--- src/rtl/pcm_slot_sched_if.sv ---
// CPU-side configuration bus of the PCM slot scheduler: shadow write/read and commit handshake.
interface pcm_slot_sched_if;
  logic       cfg_we;
  logic [3:0] cfg_addr;
  logic [7:0] cfg_wdata;
  logic       cfg_re;
  logic [7:0] cfg_rdata;
  logic       cfg_commit;
  logic       cfg_pending;

  modport master (
    output cfg_we, cfg_addr, cfg_wdata, cfg_re, cfg_commit,
    input  cfg_rdata, cfg_pending
  );

  modport slave (
    input  cfg_we, cfg_addr, cfg_wdata, cfg_re, cfg_commit,
    output cfg_rdata, cfg_pending
  );
endinterface

--- src/rtl/pcm_slot_sched.sv ---
// PCM frame-sync scheduler: counts bit ticks into slots/frames and raises one fsr per channel in its slot.
// Outputs update on bclk_en from the new count; shadow config moves to active only at a frame start.
module pcm_slot_sched #(
  parameter int NCH       = 8,
  parameter int NSLOT     = 32,
  parameter int SLOT_BITS = 8
) (
  input  logic                clk,
  input  logic                rest,
  input  logic                bclk_en,
  pcm_slot_sched_if.slave     cfg,
  output logic                coll,
  output logic                frame,
  output logic [NCH-1:0]      fsr,
  output logic [6:0]          slot_cnt
);

  localparam int BW = $clog2(SLOT_BITS);

  logic [BW-1:0]         bit_cnt;
  logic [BW-1:0]         bit_nxt;
  logic [6:0]            slot_nxt;
  logic                  fstart;
  logic                  xfer;
  logic                  hit;
  logic                  coll_nxt;
  logic [7:0]            rd_nxt;
  logic [NCH-1:0]        sh_en, act_en, eff_en, fsr_nxt;
  logic [NCH-1:0][6:0]   sh_slot, act_slot, eff_slot;

  always_comb begin
    bit_nxt  = (bit_cnt == BW'(SLOT_BITS - 1)) ? '0 : bit_cnt + BW'(1);
    slot_nxt = slot_cnt;
    if (bit_cnt == BW'(SLOT_BITS - 1))
      slot_nxt = (slot_cnt == 7'(NSLOT - 1)) ? 7'd0 : slot_cnt + 7'd1;
  end

  assign fstart = bclk_en && (bit_nxt == '0) && (slot_nxt == 7'd0);
  // The frame-start tick that performs the transfer already schedules from the shadow copy.
  assign xfer     = fstart && cfg.cfg_pending;
  assign eff_en   = xfer ? sh_en   : act_en;
  assign eff_slot = xfer ? sh_slot : act_slot;

  // Lowest enabled index wins its slot; out-of-range slots never equal slot_nxt.
  always_comb begin
    fsr_nxt = '0;
    hit     = 1'b0;
    for (int i = 0; i < NCH; i++) begin
      if (!hit && eff_en[i] && (eff_slot[i] == slot_nxt)) begin
        fsr_nxt[i] = 1'b1;
        hit        = 1'b1;
      end
    end
  end

  always_comb begin
    coll_nxt = 1'b0;
    for (int i = 0; i < NCH; i++) begin
      for (int j = i + 1; j < NCH; j++) begin
        if (act_en[i] && act_en[j] && (act_slot[i] == act_slot[j]) &&
            ({1'b0, act_slot[i]} < 8'(NSLOT)))
          coll_nxt = 1'b1;
      end
    end
  end

  always_comb begin
    rd_nxt = 8'd0;
    for (int i = 0; i < NCH; i++)
      if (cfg.cfg_addr == 4'(i)) rd_nxt = {sh_en[i], sh_slot[i]};
  end

  always_ff @(posedge clk) begin
    if (rest) begin
      bit_cnt         <= BW'(SLOT_BITS - 1);
      slot_cnt        <= 7'(NSLOT - 1);
      fsr             <= '0;
      frame           <= 1'b1;
      coll            <= 1'b0;
      cfg.cfg_rdata   <= 8'd0;
      cfg.cfg_pending <= 1'b0;
      sh_en           <= '0;
      sh_slot         <= '0;
      act_en          <= '0;
      act_slot        <= '0;
    end else begin
      if (bclk_en) begin
        bit_cnt  <= bit_nxt;
        slot_cnt <= slot_nxt;
        fsr      <= fsr_nxt;
        frame    <= !((bit_nxt == '0) && (slot_nxt == 7'd0));
      end
      if (xfer) begin
        act_en   <= sh_en;
        act_slot <= sh_slot;
      end
      // A commit landing on a frame-start tick without a prior pending waits a full frame.
      if (xfer)
        cfg.cfg_pending <= 1'b0;
      else if (cfg.cfg_commit)
        cfg.cfg_pending <= 1'b1;
      for (int i = 0; i < NCH; i++) begin
        if (cfg.cfg_we && (cfg.cfg_addr == 4'(i))) begin
          sh_en[i]   <= cfg.cfg_wdata[7];
          sh_slot[i] <= cfg.cfg_wdata[6:0];
        end
      end
      if (cfg.cfg_re)
        cfg.cfg_rdata <= rd_nxt;
      coll <= coll_nxt;
    end
  end

endmodule

--- src/flat_wrapper.sv ---
// flat-port wrapper written by rule: the top's interface ports become plain ports
module pcm_slot_sched_flat 
#(
  parameter int NCH       = 8,
  parameter int NSLOT     = 32,
  parameter int SLOT_BITS = 8
)
  (clk, rest, bclk_en, coll, frame, fsr, slot_cnt, cfg_cfg_we, cfg_cfg_addr, cfg_cfg_wdata, cfg_cfg_re, cfg_cfg_commit, cfg_cfg_rdata, cfg_cfg_pending);
  pcm_slot_sched_if cfg_i ();
  input  logic clk;
  input  logic rest;
  input  logic bclk_en;
  output logic coll;
  output logic frame;
  output logic [NCH-1:0] fsr;
  output logic [6:0] slot_cnt;
  input wire logic [$bits(cfg_i.cfg_we)-1:0] cfg_cfg_we;
  input wire logic [$bits(cfg_i.cfg_addr)-1:0] cfg_cfg_addr;
  input wire logic [$bits(cfg_i.cfg_wdata)-1:0] cfg_cfg_wdata;
  input wire logic [$bits(cfg_i.cfg_re)-1:0] cfg_cfg_re;
  input wire logic [$bits(cfg_i.cfg_commit)-1:0] cfg_cfg_commit;
  output wire logic [$bits(cfg_i.cfg_rdata)-1:0] cfg_cfg_rdata;
  output wire logic [$bits(cfg_i.cfg_pending)-1:0] cfg_cfg_pending;
  assign cfg_i.cfg_we = cfg_cfg_we;
  assign cfg_i.cfg_addr = cfg_cfg_addr;
  assign cfg_i.cfg_wdata = cfg_cfg_wdata;
  assign cfg_i.cfg_re = cfg_cfg_re;
  assign cfg_i.cfg_commit = cfg_cfg_commit;
  assign cfg_cfg_rdata = cfg_i.cfg_rdata;
  assign cfg_cfg_pending = cfg_i.cfg_pending;
  pcm_slot_sched #(.NCH(NCH), .NSLOT(NSLOT), .SLOT_BITS(SLOT_BITS)) u_core (.clk(clk), .rest(rest), .bclk_en(bclk_en), .cfg(cfg_i), .coll(coll), .frame(frame), .fsr(fsr), .slot_cnt(slot_cnt));
endmodule
--- config.mk ---
export PLATFORM = sky130hd
export DESIGN_NAME = pcm_slot_sched_flat
export DESIGN_NICKNAME = d
export VERILOG_FILES = /design/src/rtl/pcm_slot_sched_if.sv /design/src/rtl/pcm_slot_sched.sv /design/src/flat_wrapper.sv
export SDC_FILE = /design/constraint.sdc
export NUM_CORES = 1
export LEC_CHECK = 0
export BUFFER_PORTS_ARGS = -buffer_cell sky130_fd_sc_hd__buf_2
export CORE_MARGIN = 2
export CORE_UTILIZATION = 39
export CTS_CLUSTER_DIAMETER = 30
export CTS_CLUSTER_SIZE = 30
export DETAILED_ROUTE_END_ITERATION = 10
export PLACE_DENSITY = 0.63
export REMOVE_ABC_BUFFERS = 1
export SLEW_MARGIN = 20
export SYNTH_ARGS = -nofsm -noshare
export SYNTH_HDL_FRONTEND = slang
export SYNTH_SLANG_ARGS = --single-unit
--- constraint.sdc ---
create_clock -name clk -period 3.8 [get_ports clk]
set_input_delay 0.57 -clock clk [delete_from_list [all_inputs] [get_ports clk]]
set_output_delay 0.57 -clock clk [all_outputs]
set_load 0.01 [all_outputs]
**Word-level counts from Yosys, hierarchy flattened**

Cells that the tools add are included.

- Order comparisons: 7
- Reduce and logical (&&, ||, !) cells: 123
- Eq/ne operators: 45
- Muxes and demuxes: 55
- $add $sub $neg: 2

Operators with widths:

| operator | count |
|---|---|
| 7-bit equality test | 36 |
| 1-bit logical AND | 111 |
| 8-bit 2-to-1 mux | 9 |
| 56-bit 2-to-1 mux | 1 |
| 7-bit by 6-bit less-than comparator with 1-bit output (second input constant) | 7 |
| 1-bit 2-to-1 mux | 42 |
| 4-bit by 3-bit equality test with 1-bit output (second input constant) | 4 |
| 7-bit 2-to-1 mux | 2 |
| 4-bit by 2-bit equality test with 1-bit output (second input constant) | 2 |
| 1-bit logical NOT | 8 |
| 7-bit by 1-bit adder with 7-bit output (second input constant) | 1 |
| 7-bit by 5-bit equality test with 1-bit output (second input constant) | 1 |
| 7-bit logical NOT | 1 |
| 4-bit by 1-bit equality test with 1-bit output (second input constant) | 1 |
| 4-bit logical NOT | 1 |
| 3-bit by 1-bit adder with 3-bit output (second input constant) | 1 |
| 3-bit equality test (second input constant) | 1 |
| 3-bit logical NOT | 1 |
| 3-bit 2-to-1 mux | 1 |
| 2-bit OR reduction | 1 |

- Output and inout bits: 26
- Bits in registers: 157
- Logic and storage cells: 264
- Bits of input ports: 18

**Longest topological paths before layout**

- Word-level depth: 38
- Depth in mapped cells: 18
- Depth with buffers taken out: 12

**Worst setup path before layout**

No wires, ideal clock.

- Path kind: reg2reg
- Start point: reg u_core.slot_cnt[0]
- End point: reg u_core.fsr[6]
- Arrival time: 3.237 ns
- Required time: 3.715 ns
- Path slack: 0.478 ns
- Cell stages (with the launch flop): 15
- Cell sequence: dfxtp_1 ha_1 or4b_4 o22ai_2 and4_1 buf_6 nand3_2 buf_6 buf_6 mux2i_1 xnor2_1 nor4_1 nor4_1 nand4b_1 o31ai_2

- Word-level cells in the longest chain between the ends: 34
- Elaborated cells on any way between the ends: 42
- Those cells by class: add/sub (1); eq/ne (8); mux (11); reduce/logical (22)

RTL lines:

| item | line | source |
|---|---|---|
| start, declared | pcm_slot_sched.sv:15 | `output logic [6:0] slot_cnt` |
| start signal, assigned | pcm_slot_sched.sv:76 | `slot_cnt <= 7'(NSLOT - 1);` |
| start signal, assigned | pcm_slot_sched.sv:89 | `slot_cnt <= slot_nxt;` |
| 7-bit by 1-bit adder with 7-bit output or 7-bit by 5-bit equality test with 1-bit output (tied branches) | pcm_slot_sched.sv:35 | `slot_nxt = (slot_cnt == 7'(NSLOT - 1)) ? 7'd0 : slot_cnt + 7'd1;` |
| 7-bit 2-to-1 mux | pcm_slot_sched.sv:35 |  |
| 7-bit 2-to-1 mux * | pcm_slot_sched.sv:34 | `if (bit_cnt == BW'(SLOT_BITS - 1))` |
| 7-bit logical NOT | pcm_slot_sched.sv:38 | `assign fstart = bclk_en && (bit_nxt == '0) && (slot_nxt == 7'd0);` |
| 1-bit logical AND | pcm_slot_sched.sv:38 |  |
| 1-bit logical AND | pcm_slot_sched.sv:40 | `assign xfer = fstart && cfg.cfg_pending;` |
| 56-bit 2-to-1 mux | pcm_slot_sched.sv:42 | `assign eff_slot = xfer ? sh_slot : act_slot;` |
| 7-bit equality test | pcm_slot_sched.sv:49 | `if (!hit && eff_en[i] && (eff_slot[i] == slot_nxt)) begin` |
| (+17 left out) | - |  |
| 1-bit 2-to-1 mux | pcm_slot_sched.sv:49 |  |
| 1-bit logical NOT | pcm_slot_sched.sv:49 |  |
| 1-bit logical AND (2 in a row) | pcm_slot_sched.sv:49 |  |
| 1-bit 2-to-1 mux | pcm_slot_sched.sv:49 |  |
| 1-bit logical NOT | pcm_slot_sched.sv:49 |  |
| 1-bit logical AND | pcm_slot_sched.sv:49 |  |
| 1-bit logical AND * | pcm_slot_sched.sv:49 |  |
| 1-bit 2-to-1 mux * | pcm_slot_sched.sv:49 |  |
| end signal, assigned | pcm_slot_sched.sv:90 | `fsr <= fsr_nxt;` |
| end, declared | pcm_slot_sched.sv:14 | `output logic [NCH-1:0] fsr,` |

Mark *: on every way between the ends. The rest lies on a longest branch, timed or not.
A chain may end at the register's enable or synchronous reset.

**Final worst setup path**

- Start point: reg u_core.bit_cnt[0]
- End point: reg u_core.fsr[6]

- Word-level cells in the longest chain between the ends: 34
- Elaborated cells on any way between the ends: 44
- Those cells by class: add/sub (1); eq/ne (8); mux (11); reduce/logical (24)

RTL lines:

| item | line | source |
|---|---|---|
| start, declared | pcm_slot_sched.sv:20 | `logic [BW-1:0] bit_cnt;` |
| start signal, assigned | pcm_slot_sched.sv:75 | `bit_cnt <= BW'(SLOT_BITS - 1);` |
| start signal, assigned | pcm_slot_sched.sv:88 | `bit_cnt <= bit_nxt;` |
| 3-bit by 1-bit adder with 3-bit output or 3-bit equality test (tied branches) | pcm_slot_sched.sv:32, pcm_slot_sched.sv:34 |  |
| 3-bit 2-to-1 mux | pcm_slot_sched.sv:32 | `bit_nxt = (bit_cnt == BW'(SLOT_BITS - 1)) ? '0 : bit_cnt + BW'(1);` |
| 3-bit logical NOT | pcm_slot_sched.sv:38 |  |
| 1-bit logical AND (2 in a row) | pcm_slot_sched.sv:38 |  |
| 1-bit logical AND | pcm_slot_sched.sv:40 |  |
| 56-bit 2-to-1 mux | pcm_slot_sched.sv:42 |  |
| 7-bit equality test | pcm_slot_sched.sv:49 |  |
| 1-bit logical AND | pcm_slot_sched.sv:49 |  |
| (+16 left out) | - |  |
| 1-bit 2-to-1 mux | pcm_slot_sched.sv:49 |  |
| 1-bit logical NOT | pcm_slot_sched.sv:49 |  |
| 1-bit logical AND (2 in a row) | pcm_slot_sched.sv:49 |  |
| 1-bit 2-to-1 mux | pcm_slot_sched.sv:49 |  |
| 1-bit logical NOT | pcm_slot_sched.sv:49 |  |
| 1-bit logical AND | pcm_slot_sched.sv:49 |  |
| 1-bit logical AND * | pcm_slot_sched.sv:49 |  |
| 1-bit 2-to-1 mux * | pcm_slot_sched.sv:49 |  |

Marked as above.

==> impl_results.md <==
* Outcome: complete, no violations
* Die area at 27600 um2
* Wire per inst at 22.7 um
* Hold path endpoint: u_core.cfg.cfg_pending
* Layout cell share with drive strength beyond 1 at 11.4%
* HP Class: input port to flip-flop
* CTS Buf Count at 17
* CTS clk-pin slew, worst paths at 0.07 ns
* Row count at 59
* Hold_ws at 0.408 ns
* Core ar. at 25900 um2
* CTS root buf: clkbuf_16
* Critical Path Sink Type: flip-flop
* Dpl hpwl at 25400 um
* CP top delay family: simple AND/OR/NAND/NOR gates
* Seq/Total Area, Yosys at 30.7%
* Vias/cell at 5.85
* Final Max Slew Viols at 0
* Critical path type: flip-flop to flip-flop
* Hold Buf Count CTS at 0
* Area delta synth->final at 11.0%
* Worst Reg-to-Reg Cells at 15
* Cell Pwr Density at 372 nW/um2
* Min-delay src: cfg_cfg_commit
* Placer Congestion at 0.960
* Initial antenna violation count at 0
* TNS Setup at 0 ns
* # port buffers at 43
* CP max stage delay at 0.36 ns
* Largest net degree at the start of global routing at 82
* Crit path cell chain: ha_1, ha_1, buf_4, and4_1, a221oi_1, nand2_1, nand3_4, buf_12, mux2i_1, xnor2_1, nor3_1, buf_4, nor4_4, nand4b_1, o31ai_2
* Warnings, synthesis at 0
* Final Hold Vio Count at 0
* Top post-synthesis cells by area: dfxtp_1 (31%), xnor2_1 (16%), mux2i_1 (8.9%)
* All-Layer GR Usage at 25.6%
* Post-synth ARST share at 0%
* R2R setup slack at 0.23 ns
* First DRT Iteration DRCs at 919
* Final Power at 4220 uW
* Worst EP required at 4.14 ns
* Mapped Area at 10200 um2
* CTS sink count at 157
* Hold Path Depth at 3
* CTS tree: done
* F_max at 0.280 GHz
* CP Max Fanout at 15
* Post-synth top area share at 30.7%
* Buffers plus inverters on the worst setup path at 3
* Synthesized area per cell at 8.13 um2
* Worst skew pair latency at 0.43 ns
* Cells after synthesis at 1259
* Final period util at 93.9%
* Leading area contributor after synthesis: dfxtp_1
* Gr ovfl total at 0
* Synth Flop Type: dfxtp_1
* Placed Cells incl. Taps at 1548
* Worst Clk Skew at 0.0127 ns
* Distinct cells, synth at 71
* Reg-to-Reg Start: u_core.bit_cnt[0]
* Minimum clock period at 3.57 ns
* Setup violations, final at 0
* Fillcell total at 2595
* Worst r2r dst: u_core.fsr[6]
* DRT Pass-1 Iters at 6
* Rel. slew slack at 37.8%
* Worst path arrival time at 3.91 ns
* DRT Wirelength at 35900 um
* Leak Pwr at 0.00440 uW
* RSZ-0062 raised after global routing: no
* First-pass GRT wire length at 54300 um
* Number of global-route vias before repair at 8875
* Die height at 166 um
* Antenna diodes at 0
* Critical Path Source Type: flip-flop
* CP max-delay cell: nor4_4
* DRT antenna net count at 0
* Initial core utilization at 39.5%
* I/O pins at 44
* Detailed-route via count at 9267
* Deepest clock path buffer count at 2
* Maximum vdd drop at 327 uV
* Yosys reg bits at 157
* Post-synth EDFFs at 0
* DIE WIDTH at 166 um
* Non-filler cells, final at 1583
* Drt drc at 0
* H-Tree Depth at 4
* Worst Tran Pin Value at 0.930 ns
* Max Cap Viol at 0
* # nets final at 1256
-- worst reg2reg max path, stage by stage, from the launching register on --
cell and delay, ns:
dfxtp_1 0.33, ha_1 0.20, ha_1 0.18, buf_4 0.19
and4_1 0.24, a221oi_1 0.34, nand2_1 0.18, nand3_4 0.21
buf_12 0.17, mux2i_1 0.27, xnor2_1 0.16, nor3_1 0.08
buf_4 0.16, nor4_4 0.36, nand4b_1 0.20, o31ai_2 0.23
-- cells by family after synthesis --
| family | count (synthesis) | synth area share (%) |
|---|---|---|
| simple gates | 449 | 21.2 |
| xor+xnor | 249 | 21.6 |
| compound gates | 169 | 11.0 |
| flops | 157 | 30.7 |
| buf+inv | 136 | 5.50 |
| mux | 96 | 9.67 |
| fa+ha+maj | 3 | 0.367 |
-- cell usage after synthesis (10+ instances only) --
library cell,count
o21ai_0,16
nor4_1,34
a22oi_1,16
nand4_1,37
clkbuf_1,91
dfxtp_1,157
a21oi_1,70
xor2_1,64
xnor2_1,183
nand2_1,118
mux2i_1,91
nand2b_1,12
nand3_1,53
buf_1,30
nor2_1,125
o221ai_1,10
nor2b_1,11
nor3_1,18
-- cell usage in the layout, fill, tap and decap left out, drive strengths merged, types with 6 or more instances in the layout --
cell / n
xnor2: 184
dfxtp: 157
nor2: 125
nand2: 119
mux2i: 93
buf: 88
a21oi: 70
xor2: 65
nand3: 54
nand4: 37
nor4: 36
clkbuf: 20
nor3: 19
o21ai: 17
a22oi: 16
nand2b: 12
nor2b: 11
o221ai: 10
a21boi: 9
inv: 9
and2: 7
a211o: 7
or3: 6
and3: 6
-- how the worst max path moves through the flow --
| stage | startpoint | endpoint | slack [ns] | cells past startpoint |
|---|---|---|---|---|
| 4_1_cts | u_core.slot_cnt[0] | u_core.fsr[6] | 0.01 | 12 |
| 6_report | u_core.bit_cnt[0] | u_core.fsr[6] | 0.23 | 15 |
| 5_1_grt | u_core.slot_cnt[0] | u_core.fsr[6] | 0.007 | 12 |
| 3_5_place_dp | u_core.slot_cnt[0] | u_core.fsr[6] | 0.07 | 12 |
| 3_3_place_gp | u_core.slot_cnt[0] | u_core.fsr[6] | 0.20 | 12 |
| 2_1_floorplan | u_core.bit_cnt[0] | u_core.fsr[6] | -0.85 | 12 |
-- state kept, by name, summed over array words and instances, names as in the netlist --
name	count
u_core.bit_cnt	3
u_core.fsr	8
u_core.coll	1
u_core.slot_cnt	7
u_core.cfg.cfg_pending	1
u_core.sh_slot	56
u_core.sh_en	8
u_core.act_en	8
u_core.cfg.cfg_rdata	8
u_core.act_slot	56
u_core.frame	1
-- metal layers --
layer	GRT usage (%)	wire length (um)	up-vias	share of wire, %
met5	0	0	-	0
met4	11.6	1450	0	4.0
met3	5.48	3360	93	9.4
met2	38.7	15800	443	44
met1	34.9	15300	4467	43
li1	-	-	4264	-
-- final cells by class --
| class | instances | area, um2 | area share (%) |
|---|---|---|---|
| inverter | 5 | 18.8 | 0.165 |
| tap | 335 | 419 | 3.69 |
| clock inverter | 12 | 159 | 1.40 |
| multi-input combinational | 966 | 6570 | 57.9 |
| timing repair buffer | 88 | 593 | 5.22 |
| sequential | 157 | 3140 | 27.7 |
| clock buffer | 20 | 457 | 4.02 |
-- stage by stage --
stage	cell area, um2	util (%)	worst slack [ns]
2_1_floorplan	9690	-	-0.849
3_3_place_gp	10700	41.2	0.196
3_5_place_dp	10700	41.2	0.0732
4_1_cts	11300	43.6	0.0106
5_1_grt	11400	43.9	0.00700
6_report	11400	43.9	0.232
-- power by group --
| group | switching [uW] | internal [uW] | total, uW | leakage (uW) |
|---|---|---|---|---|
| Sequential | 31.0 | 1670 | 1700 | 0.00127 |
| Clock | 726 | 1080 | 1800 | 0.000298 |
| Combinational | 443 | 275 | 719 | 0.00283 |
-- repair_timing --
| item | CTS | global route |
|---|---|---|
| endpoints found under the setup margin | 0 | 5 |
| gates resized for setup | 0 | 5 |
| buffers inserted | 0 | 3 |
Note: power is estimated with default switching activity, not from simulation.
